--- config.mk ---
export PLATFORM = sky130hd
export DESIGN_NAME = jk_bank_seq
export DESIGN_NICKNAME = d
export VERILOG_FILES = /design/src/rtl/jk_bank_seq.sv
export SDC_FILE = /design/constraint.sdc
export NUM_CORES = 1
export LEC_CHECK = 0
export CAP_MARGIN = 25
export CORE_UTILIZATION = 35
export DETAILED_ROUTE_END_ITERATION = 16
export GPL_TIMING_DRIVEN = 0
export MAX_ROUTING_LAYER = met4
export PLACE_DENSITY = 0.59
export REMOVE_ABC_BUFFERS = 1
export SLEW_MARGIN = 5
export SYNTH_ARGS = -nofsm -noshare
export SYNTH_HDL_FRONTEND = slang
export SYNTH_SLANG_ARGS = --single-unit
--- constraint.sdc ---
create_clock -name C -period 2.3 [get_ports C]
set_input_delay 0.46 -clock C [delete_from_list [all_inputs] [get_ports C]]
set_output_delay 0.46 -clock C [all_outputs]
set_load 0.02 [all_outputs]
--- src/rtl/jk_bank_seq.sv ---
// jk_bank_seq: command sequencer driving the J/K lines of a W-bit JK flip-flop bank.
// Accepts one command per valid/ready handshake and steps the bank through
// LOAD, CLEAR, INC, DEC, SHL, SHR or INVERT, one bank update every two cycles.
// Optional feature: define JK_BANK_SEQ_SATURATE_EN to make INC/DEC saturate
// instead of wrapping.
// Ports:
//   C          clock (shared with the JK bank)
//   R          synchronous active-high reset
//   cmd_valid  command present
//   cmd_ready  high only while idle
//   cmd_op     0 NOP, 1 LOAD, 2 CLEAR, 3 INC, 4 DEC, 5 SHL, 6 SHR, 7 INVERT
//   cmd_data   LOAD value; bit 0 is the shift serial-in
//   cmd_len    step count for INC/DEC/SHL/SHR/INVERT (0 means 1)
//   q          bank Q feedback
//   j, k       registered J/K lines to the bank
//   busy       inverse of cmd_ready
//   done       one-cycle completion pulse
module jk_bank_seq #(
  parameter int unsigned W     = 4,
  parameter int unsigned CNT_W = 8
) (
  input  logic             C,
  input  logic             R,
  input  logic             cmd_valid,
  output logic             cmd_ready,
  input  logic [2:0]       cmd_op,
  input  logic [W-1:0]     cmd_data,
  input  logic [CNT_W-1:0] cmd_len,
  input  logic [W-1:0]     q,
  output logic [W-1:0]     j,
  output logic [W-1:0]     k,
  output logic             busy,
  output logic             done
);

  localparam logic [2:0] OP_NOP    = 3'd0;
  localparam logic [2:0] OP_LOAD   = 3'd1;
  localparam logic [2:0] OP_CLEAR  = 3'd2;
  localparam logic [2:0] OP_INC    = 3'd3;
  localparam logic [2:0] OP_DEC    = 3'd4;
  localparam logic [2:0] OP_SHL    = 3'd5;
  localparam logic [2:0] OP_SHR    = 3'd6;
  localparam logic [2:0] OP_INVERT = 3'd7;

  typedef enum logic [1:0] {
    IDLE   = 2'd0,
    DRIVE  = 2'd1,
    SETTLE = 2'd2
  } state_e;

  state_e           state_q;
  logic [2:0]       op_q;
  logic [W-1:0]     d_q;
  logic [CNT_W-1:0] rem_q;
  logic [W-1:0]     j_q, k_q;
  logic             done_q;

  logic [2:0]       op_sel;
  logic [W-1:0]     d_sel;
  logic [W-1:0]     t_inc, t_dec, shl_n, shr_n;
  logic [W-1:0]     pat_j_d, pat_k_d;
  logic [CNT_W-1:0] len_d;

  // Step pattern from live q; the command inputs are used on the accept edge,
  // the latched command on later steps.
  always_comb begin
    op_sel   = (state_q == IDLE) ? cmd_op : op_q;
    d_sel    = (state_q == IDLE) ? cmd_data : d_q;
    t_inc    = '0;
    t_dec    = '0;
    t_inc[0] = 1'b1;
    t_dec[0] = 1'b1;
    for (int i = 1; i < int'(W); i++) begin
      t_inc[i] = t_inc[i-1] & q[i-1];
      t_dec[i] = t_dec[i-1] & ~q[i-1];
    end
`ifdef JK_BANK_SEQ_SATURATE_EN
    // Hold the bank at the rail; the step still consumes its two cycles.
    if (&q)  t_inc = '0;
    if (~|q) t_dec = '0;
`endif
    shl_n   = {q[W-2:0], d_sel[0]};
    shr_n   = {d_sel[0], q[W-1:1]};
    pat_j_d = '0;
    pat_k_d = '0;
    case (op_sel)
      OP_LOAD:   begin pat_j_d = d_sel;  pat_k_d = ~d_sel;  end
      OP_CLEAR:  begin pat_j_d = '0;     pat_k_d = '1;      end
      OP_INC:    begin pat_j_d = t_inc;  pat_k_d = t_inc;   end
      OP_DEC:    begin pat_j_d = t_dec;  pat_k_d = t_dec;   end
      OP_SHL:    begin pat_j_d = shl_n;  pat_k_d = ~shl_n;  end
      OP_SHR:    begin pat_j_d = shr_n;  pat_k_d = ~shr_n;  end
      OP_INVERT: begin pat_j_d = '1;     pat_k_d = '1;      end
      default:   begin pat_j_d = '0;     pat_k_d = '0;      end
    endcase
  end

  // Effective step count latched at accept.
  always_comb begin
    if (cmd_op == OP_LOAD || cmd_op == OP_CLEAR) len_d = CNT_W'(1);
    else if (cmd_len == '0)                      len_d = CNT_W'(1);
    else                                         len_d = cmd_len;
  end

  // Sequencer: J/K are driven for one edge, then zero for one settle cycle.
  always_ff @(posedge C) begin
    if (R) begin
      state_q <= IDLE;
      op_q    <= OP_NOP;
      d_q     <= '0;
      rem_q   <= '0;
      j_q     <= '0;
      k_q     <= '0;
      done_q  <= 1'b0;
    end else begin
      j_q    <= '0;
      k_q    <= '0;
      done_q <= 1'b0;
      case (state_q)
        IDLE: begin
          if (cmd_valid) begin
            if (cmd_op == OP_NOP) begin
              done_q <= 1'b1;
            end else begin
              op_q    <= cmd_op;
              d_q     <= cmd_data;
              rem_q   <= len_d;
              j_q     <= pat_j_d;
              k_q     <= pat_k_d;
              state_q <= DRIVE;
            end
          end
        end
        DRIVE: begin
          rem_q   <= rem_q - CNT_W'(1);
          state_q <= SETTLE;
        end
        SETTLE: begin
          if (rem_q != '0) begin
            j_q     <= pat_j_d;
            k_q     <= pat_k_d;
            state_q <= DRIVE;
          end else begin
            done_q  <= 1'b1;
            state_q <= IDLE;
          end
        end
        default: state_q <= IDLE;
      endcase
    end
  end

  assign cmd_ready = (state_q == IDLE);
  assign busy      = ~cmd_ready;
  assign j         = j_q;
  assign k         = k_q;
  assign done      = done_q;

endmodule

==> metrics <==
status finished, violations left; failing checks design-rule violations; total congestion overflow 0; number of nets in the layout 255; TritonCTS clock tree built; minimum hold slack 502 ps; FFs w/ async S/R, synth 0%; final hold vios 0; synth warn 0; max_slew headroom 50.6%; Worst Path Max Fanout 18; DRC errors left 3; Worst Path Arrival between 1500 and 2000 ps; clk slew on worst S/H paths ~90 ps; Synth-to-Final Area Change 22.5%; H-tree level count 1; final setup violating endpoints 0; hold_buf cts 0; Top-Level Pins 33; largest net degree at the start of global routing 19; number of global-route vias before repair 1483; final estimated routing congestion in global placement between 0.8 and 0.9; first-pass detailed-route iteration total 12; initial antenna violation count 0; mean post-synth cell area between 7 and 8 um2; Critical-path top delay cell clkdlybuf4s50_1; fillers about 460; TritonCTS Buffers 3; clock root cell clkbuf_8; prevailing post-synth register cell dfxtp_1; adder-cell share of the synthesized area 1.50%; Core Util, Final a little under half; Critical Path RT 1840 ps; synthesized instance count 209; Hold Crit Class reg -> reg; core area 4470 um2; simple-gate share of the synthesized area 21.6%; GR Util All Layers 18.7%; global-route wire length before repair just over 7000 um; FF+latch count, synth 26; Post-Synth XOR/XNOR Area 0.526%; mux cell area share after synthesis 9.38%; Hold Crit Depth 2; final-report max-slew violation count 0; PwrDens 614 nW/um2; Yosys cell types between 50 and 60; r2r setup slk 240 ps; maxcap violations 0; minimum clock period 2220 ps; Antenna diodes 0; post-synthesis compound-gate area fraction between 20% and 30%; Worst-Skew Late Latency roughly 270 ps; sequential area share after synthesis 31.2%; Crit path max-delay family buffers and inverters; Port Buffers 32; Worst path max stage delay 610 ps; WL/cell 15.4 um; dpl cell area 1970 um2; HPWL Detailed 3140 um; post-route cell area 2040 um2; die width 71.0 um; Max Clk Rate 450 MHz; WHS Endpoint d_q[2]; Max VDD drop around 0.00027 V; largest family of logic cells by synthesized area compound AO/OA/AOI/OAI gates; Clock Skew 1.92 ps; Leakage 0.766 nW; WL final 4330 um; startpoint of the worst hold path d_q[2]; vias 1622; Starting DRT DRC Count 110; clock sinks 26; DR vias/cell 5.75; Reg2Reg Depth 7; Starting Density 37.2%; Reg-to-Reg End k[2]; Std-Cell Rows 24; Final Cycle Share 96.6%; clk buf depth 2; Critical path buffers and inverters 2; layout cells sized above 1 7.39%; synthesized area 1670 um2; EDFF count, synth 0; Routed Antenna Nets 0; R2R Path Start state_q[0]; Worst-Margin Slew ~730 ps; Crit Path Category reg -> out; Die Y 71.0 um; Setup crit end kind primary output; CP startpoint kind register; Die Area approximately 5000 um2; RSZ-0062 raised after global routing false; crit-path cells or2_4 > clkinv_8 > clkdlybuf4s50_1
-- layout by cell type (no fill, tap or decap), drive strengths merged, types with 4 or more instances in the layout --
master	Yosys	layout
clkdlybuf4s50	0	29
dfxtp	26	26
nor2	21	21
nand2	18	18
o21ai	15	15
mux2i	13	13
a21oi	12	12
inv	10	10
nor3	8	8
a31oi	5	5
a211oi	5	5
nand3	5	5
o21a	4	4
clkbuf	8	4
-- synth_stat cells (all sizes together) (2+ instances only) --
cell type | number | share of area (%)
o2bb2ai | 2 | 1.1
nand2b | 2 | 0.75
a22oi | 2 | 0.90
mux2i | 13 | 8.0
a41oi | 2 | 1.1
nor3 | 8 | 2.4
buf | 7 | 3.2
a211oi | 5 | 2.3
inv | 10 | 2.3
a31oi | 5 | 1.9
o21ai | 15 | 4.5
nand2 | 18 | 4.2
mux2 | 2 | 1.4
dfxtp | 26 | 31
a32oi | 2 | 1.1
clkbuf | 8 | 1.8
or3 | 3 | 1.1
nand3 | 5 | 1.8
ha | 2 | 1.5
o21a | 4 | 1.8
o311ai | 2 | 1.1
a211o | 2 | 1.1
a21oi | 12 | 3.6
nand4 | 3 | 1.1
nor2b | 2 | 0.75
nor4 | 3 | 1.1
nor2 | 21 | 4.7
nor4b | 3 | 1.6
a32o | 2 | 1.2
-- through the flow --
step | instances | setup TNS (ps) | setup slack, ps | power (mW)
finish | 282 | 0 | 77.4 | 1.25
global route | 282 | 0 | 14.2 | 1.33
CTS | 282 | 0 | 65.0 | 1.26
detailed placement | 278 | -3110 | -479 | 0.951
global placement | 278 | -3360 | -529 | 0.950
floorplan | 194 | -370 | -180 | 0.796
-- kinds of logic (layout without fill, tap and decap cells) --
family          after synthesis  in the layout
compound gates               66             66
xor+xnor                      1              1
fa+ha+maj                     2              2
buf+inv                      26             47
flops                        26             26
mux                          15             15
simple gates                 73             73
-- layout make-up --
| type | instances | area [um2] | area share, % |
|---|---|---|---|
| Multi-Input combinational cell | 157 | 1020 | 50.2 |
| Sequential cell | 26 | 523 | 25.6 |
| Timing Repair Buffer | 32 | 320 | 15.7 |
| Tap cell | 52 | 65.1 | 3.19 |
| Clock buffer | 4 | 55.1 | 2.70 |
| Inverter | 11 | 53.8 | 2.63 |
-- what timing repair did --
action	CTS	global route
setup endpoints to repair	9	6
buffers inserted	0	0
gates resized for setup	6	4
-- per-layer routing --
metal,wire length [um],global-route usage [%]
met5,0,-
met4,51,6.44
met3,223,4.13
met2,1820,25.7
met1,2240,26.7
-- flip-flops by register name, summed over array words and instances, names as in the netlist --
register,flops
d_q,4
op_q,3
state_q,2
k,4
done,1
rem_q,8
j,4
-- worst max-delay path by stage --
stage | cells past startpoint | slack (ps) | endpoint | start
6_report | 3 | 80 | cmd_ready | state_q[0]
5_1_grt | 3 | 10 | cmd_ready | state_q[0]
4_1_cts | 7 | 60 | k[2] | cmd_op[1]
3_5_place_dp | 6 | -480 | k[2] | state_q[0]
3_3_place_gp | 6 | -530 | k[2] | state_q[0]
2_1_floorplan | 6 | -180 | k[2] | state_q[0]
-- tightest hold or removal path: stages, from the launching register on --
cell and delay [ps]:
dfxtp_1 330, mux2i_1 70, nor2_1 70
-- report_power, final --
group | internal (mW) | switching (mW)
combinational | 0.185 | 0.250
clock | 0.153 | 0.146
sequential | 0.488 | 0.0325
Power figures use the tool's default switching activity.
